===== src/rtl/updown_count_monitor.sv =====
// updown_count_monitor: infers direction/pause/lock of a 4-bit up/down counter and flags illegal steps (err_cnt enabled by UPDOWN_MON_ERRCNT_EN)
module updown_count_monitor #(
  parameter int unsigned LOCK_CNT = 3
) (
  input  logic       clk,
  input  logic       reset,
  input  logic [3:0] Q,
  output logic       dir_up,
  output logic       paused,
  output logic       locked,
  output logic       step_err,
  output logic [7:0] err_cnt
);
  typedef enum logic [1:0] {IDLE, TRACK, LOCKED} state_t;
  localparam logic [3:0] LOCK_RUN = 4'(LOCK_CNT);
  state_t state, state_n;
  logic [3:0] q_prev, run, run_n, delta;
  logic dir_up_n, paused_n, locked_n, step_err_n, mv_up, mv_dn, hold, illegal;
  // classify the step from the previous sample, modulo 16 so wrap-around is legal
  always_comb begin
    delta = Q - q_prev;
    mv_up = delta == 4'd1;
    mv_dn = delta == 4'hf;
    hold = delta == 4'd0;
    illegal = !(mv_up || mv_dn || hold);
  end
  // next-state and next-output decode; IDLE only arms the monitor
  always_comb begin
    state_n = state;
    run_n = run;
    dir_up_n = dir_up;
    paused_n = paused;
    locked_n = locked;
    step_err_n = step_err;
    if (state == IDLE) state_n = TRACK;
    else if (illegal) begin
      step_err_n = 1'b1;
      locked_n = 1'b0;
      state_n = TRACK;
      run_n = '0;
    end else begin
      step_err_n = 1'b0;
      if (hold) paused_n = 1'b1;
      else begin
        dir_up_n = mv_up;
        paused_n = 1'b0;
        run_n = (mv_up != dir_up) ? 4'd1 : (run == 4'hf ? run : run + 4'd1);
        if (state == TRACK && run_n >= LOCK_RUN) state_n = LOCKED;
        locked_n = state_n == LOCKED;
      end
    end
  end
  // state and registered outputs; reset wins over any step on the same edge
  always_ff @(posedge clk) begin
    if (reset) begin
      state <= IDLE;
      q_prev <= '0;
      run <= '0;
      dir_up <= 1'b0;
      paused <= 1'b0;
      locked <= 1'b0;
      step_err <= 1'b0;
    end else begin
      state <= state_n;
      q_prev <= Q;
      run <= run_n;
      dir_up <= dir_up_n;
      paused <= paused_n;
      locked <= locked_n;
      step_err <= step_err_n;
    end
  end
`ifdef UPDOWN_MON_ERRCNT_EN
  // saturating count of illegal steps, cleared only by reset
  always_ff @(posedge clk) begin
    if (reset) err_cnt <= '0;
    else if (state != IDLE && illegal && err_cnt != 8'hff) err_cnt <= err_cnt + 8'd1;
  end
`else
  assign err_cnt = '0;
`endif
endmodule


===== config.mk =====
export PLATFORM = sky130hd
export DESIGN_NAME = updown_count_monitor
export DESIGN_NICKNAME = d
export VERILOG_FILES = /design/src/rtl/updown_count_monitor.sv
export SDC_FILE = /design/constraint.sdc
export NUM_CORES = 1
export LEC_CHECK = 0
export CORE_MARGIN = 2
export CORE_UTILIZATION = 34
export DETAILED_ROUTE_END_ITERATION = 6
export GPL_TIMING_DRIVEN = 0
export PLACE_DENSITY = 0.67
export SETUP_SLACK_MARGIN = 0.02
export SLEW_MARGIN = 30
export SYNTH_ARGS = -nofsm -noshare
export SYNTH_HDL_FRONTEND = slang
export SYNTH_SLANG_ARGS = --single-unit

===== constraint.sdc =====
create_clock -name clk -period 3.9 [get_ports clk]
set_input_delay 0.78 -clock clk [delete_from_list [all_inputs] [get_ports clk]]
set_output_delay 0.78 -clock clk [all_outputs]
set_load 0.01 [all_outputs]

# Yosys cells after proc, flatten, opt, wreduce, memory -nomap -nowiden
# Cells that the tools add are included.
# op_classes
magnitude_cmp,1
bitwise,3
n_reduce_logical,9
n_mux,15
addsub,2
n_eq_ne,8
# ops
operator,n
4-bit 2-to-1 mux,4
"4-bit equality test, second input constant",2
2-bit 2-to-1 mux,4
1-bit 2-to-1 mux,7
"4-bit by 1-bit adder with 4-bit output, second input constant",1
"4-bit by 1-bit equality test with 1-bit output, second input constant",1
"4-bit by 2-bit >= comparator with 1-bit output, second input constant",1
4-bit zero test,1
2-bit AND reduction,2
4-bit subtractor,1
"3-bit by 2-bit inequality test with 1-bit output, second input constant",1
1-bit NOT,3
3-bit AND reduction,1
3-bit OR reduction,1
"2-bit by 1-bit equality test with 1-bit output, second input constant",1
"2-bit equality test, second input constant",1
2-bit zero test,1
1-bit logical OR,2
"2-bit inequality test, second input constant",1
1-bit logical AND,1
1-bit inequality test,1
# totals
ff_bits,14
input_bits,6
out_inout_bits,12

# Logic depth before layout (Yosys ltp)
# depth
word_depth,13
depth_mapped,9

# Least setup slack after synthesis
# Ideal clock, no wire load.
# synth_timing
path_type,input to register
startpoint,input Q[0]
endpoint,register state[0]
path_slack_ns,1.249
setup_ns,0.137
t_arrival_ns,2.513
required_time_ns,3.763
stages,9
cell_sequence,inv_1 -> ha_1 -> inv_1 -> fa_1 -> xor2_1 -> or2_2 -> a21oi_4 -> mux2i_1 -> o311ai_2
# synth_via
elab_chain_len,13
word_cells_on_any_way,18
classes_between,1 x add/sub; 1 x order compare; 4 x eq/ne; 8 x mux; 4 x reduce/logical
# synth_lines
item,line,source
start: declaration,7,"input logic [3:0] Q,"
4-bit subtractor *,21,delta = Q - q_prev;
4-bit by 1-bit equality test with 1-bit output,22,mv_up = delta == 4'd1;
1-bit inequality test,47,run_n = (mv_up != dir_up) ? 4'd1 : (run == 4'hf ? run : run + 4'd1);
4-bit 2-to-1 mux,47,
4-bit by 2-bit >= comparator with 1-bit output,48,if (state == TRACK && run_n >= LOCK_RUN) state_n = LOCKED;
1-bit logical AND,48,
2-bit 2-to-1 mux,48,
2-bit 2-to-1 mux,43,if (hold) paused_n = 1'b1;
2-bit 2-to-1 mux,36,else if (illegal) begin
2-bit 2-to-1 mux,35,if (state == IDLE) state_n = TRACK;
1-bit 2-to-1 mux,43,
1-bit 2-to-1 mux,36,
1-bit 2-to-1 mux,35,
end signal: assignment,64,state <= state_n;
end: declaration,16,"state_t state, state_n;"
# Every way passes the cells marked *; elsewhere a longest branch is shown, timed or not. The select of a mux whose other input is x is not followed.
# A chain may end at the register's enable or synchronous reset.

# Final worst setup path
# Ends and elaborated chain as after synthesis.

==> reports/results.txt <==
TritonCTS Buffers: 3
Complex-gate fraction of the synthesized area: 35.5%
Count of cell types in the netlist: 43
Worst Skew: 0.00288 ns
Setup CP Type: input port to register
Peak VDD IR: 0.000200 V
Final RePlAce weighted congestion: 0.845
Setup TNS: 0 ns
Number of buffers inserted for hold repair after clock tree synthesis: 0
CTS tree: done
Final Setup Violations: 0
Relative max-transition margin: 63.6%
Share of layout cells above drive strength 1: 16.2%
Beginning of the critical path: Q[0]
Largest area contributor in the synthesized netlist: dfxtp_1
Synth Register Bits: 14
Startpoint of the most critical register-to-register path: q_prev[0]$_SDFF_PP0_
Residual DRC: 0
Die outline area: 3420 µm²
First-pass iteration count of the detailed router: 4
Cell Area, Synth: 1010 µm²
Largest cells by area after synthesis: dfxtp_1, buf_4, ha_1
Number of filler instances in the final layout: 284
Total setup buffers inserted after CTS: 0
Hold path startpoint: locked$_SDFFE_PP0P_
Library cell used as clock root buffer: clkbuf_4
First-pass GRT wire length: 3710 µm
Top fanout value on the critical path: 10
Post-route clock period utilization: 75.5%
Total Wirelength: 2100 µm
Net count reported at finish: 148
Max-Cap Viols: 0
Kind of path behind the tightest hold check: register to register
Share of the yosys chip area belonging to registers: 27.8%
Number of routed nets with antenna violations: 0
Sum of overflow across all layers after global routing: 0
DRT iter0 DRCs: 25
Final cell count without fillers: 167
Resized Gates After CTS: 0
Mux share of post-synthesis cell area: 1.99%
Launching element type of the critical path: input port
TritonCTS Sinks: 14
Area share of the leading cell type in the synthesized netlist: 27.8%
Vertical die dimension: 58.5 µm
H-Tree Depth: 1
Leakage: 0.000447 µW
Largest family of logic cells by synthesized area: compound AO/OA/AOI/OAI gates
Data arrival time of the worst path: 3.10 ns
Required time at the endpoint of the critical path: 4.06 ns
Simple logic cell fraction of the synthesized area: 13.5%
Final hold vios: 0
Via count of the routed design: 928
Area inside the core boundary: 2780 µm²
Xor/xnor share of the synthesized area: 3.47%
Number of top-level pins: 18
Maximum buffer depth of the clock tree: 2
Top library cells by usage in the layout, fill and taps aside: dfxtp_1, inv_1, clkdlybuf4s50_1
Maximum number of pins on one net before global-route repair: 11
Period minus WS final: 2.94 ns
Ant. Diodes: 0
Initial Utilization: 36.3%
Total placed cells including tap cells: 163
Setup repair after global routing missed its margin: no
Maximum clock frequency: 340 MHz
Most common library cell in the layout ignoring fill and taps: dfxtp_1
Average cell area after synthesis: 8.69 µm²
Post-synthesis adder-cell area fraction: 6.95%
Number of input and output port buffers inserted: 9
Syn Inst Count: 116
Clk Latency, worst-skew pair: 0.29 ns
Run status: finished clean
Via density: 5.56
Worst reg-to-reg setup slack: 1.62 ns
Power density normalized to cell area: 312 nW/µm²
Transition at the pin with the smallest max-transition slack: 0.543 ns
Routed len/inst: 12.6 µm
Clk pin slew, worst setup/hold paths: 0.09 ns
Synth warnings: 0
GRT Resource Usage Total: 14.1%
Critical Path Sink Type: register
Final Max Tran Viols: 0
Signed area change from the synthesized netlist to the final layout: 19.0%
Vias in the first global route: 863
Die X-Extent: 58.5 µm
Number of placement rows: 19
Antenna violations before repair: 0
HPWL Detailed: 1640 µm
-- synth_stat cells (all sizes together) --
cell type and count:
a211o 2, a211oi 5, a21o 2, a21oi 6
a22oi 2, a31o 1, a31oi 2, and3b 1
buf 8, clkbuf 1, conb 1, dfxtp 14
fa 1, ha 4, inv 11, mux2i 2
nand2 7, nand3 3, nand3b 2, nor2 5
nor2b 3, nor3 2, nor4 2, o2111ai 3
o211a 1, o211ai 4, o21ai 8, o21ba 1
o221ai 1, o2bb2ai 1, o311ai 2, o31a 2
o31ai 1, or2 1, xnor2 2, xor2 2
-- metal layers --
metal | global-route usage (%) | vias up | wire [µm]
met2 | 23.4 | 28 | 1020
met5 | 0 | - | 0
li1 | - | 462 | -
met1 | 17.0 | 436 | 961
met3 | 3.96 | 2 | 95
met4 | 5.98 | 0 | 27
-- registers in the layout, indices dropped and copies added, names as in the netlist --
signal    count
q_prev        4
locked        1
run           4
paused        1
step_err      1
state         2
dir_up        1
-- layout make-up --
type                            count  area [µm²]  share of cell area [%]
Buffer                              9        63.8                    5.32
Timing Repair Buffer                9        90.1                    7.51
Multi-Input combinational cell     89         649                    54.1
Clock buffer                        4        36.3                    3.02
Sequential cell                    14         280                    23.4
Inverter                           11        41.3                    3.44
Tap cell                           31        38.8                    3.23
-- path summary, 6_finish.rpt --
| kind | cells after the start | endpoint |
|---|---|---|
| worst max register to register | 8 | state[0]$_SDFFE_PP0P_ |
| worst min register to register | 2 | locked$_SDFFE_PP0P_ |
| worst max-delay path | 10 | state[0]$_SDFFE_PP0P_ |
| worst min-delay path | 2 | locked$_SDFFE_PP0P_ |
-- kinds of logic (layout without fill, tap and decap cells) --
logic type / count (synthesis) / in the layout
simple gates: 26 / 26
flops: 14 / 14
compound gates: 44 / 44
fa+ha+maj: 5 / 5
mux: 2 / 2
xor+xnor: 4 / 4
buf+inv: 20 / 33
other cells: 1 / 8
-- power by group --
part / switching [µW] / internal (µW) / leakage, µW
sequential: 6.57 / 151 / 0.000115
clock: 50.6 / 56.9 / 0.0000210
combinational: 64.1 / 46.2 / 0.000311
-- through the flow --
stage | setup WS (ns) | hold WS (ns) | cell area [µm²] | util, % | total power [µW]
2_1_floorplan | 1.25 | 0.489 | 1030 | - | 242
3_3_place_gp | 0.693 | 0.459 | 1160 | 41.8 | 267
3_5_place_dp | 0.657 | 0.476 | 1160 | 41.8 | 270
4_1_cts | 0.972 | 0.497 | 1200 | 43.1 | 380
5_1_grt | 0.810 | 0.537 | 1200 | 43.1 | 397
6_report | 0.955 | 0.485 | 1200 | 43.1 | 375
-- critical path, cell delays in order --
cell,delay (ns)
clkdlybuf4s50_1,0.40
inv_1,0.08
ha_1,0.17
inv_1,0.06
fa_1,0.37
xor2_1,0.19
or2_2,0.35
a21oi_4,0.29
mux2i_1,0.31
o311ai_2,0.10
No activity file was read; power rests on OpenSTA's default activity.
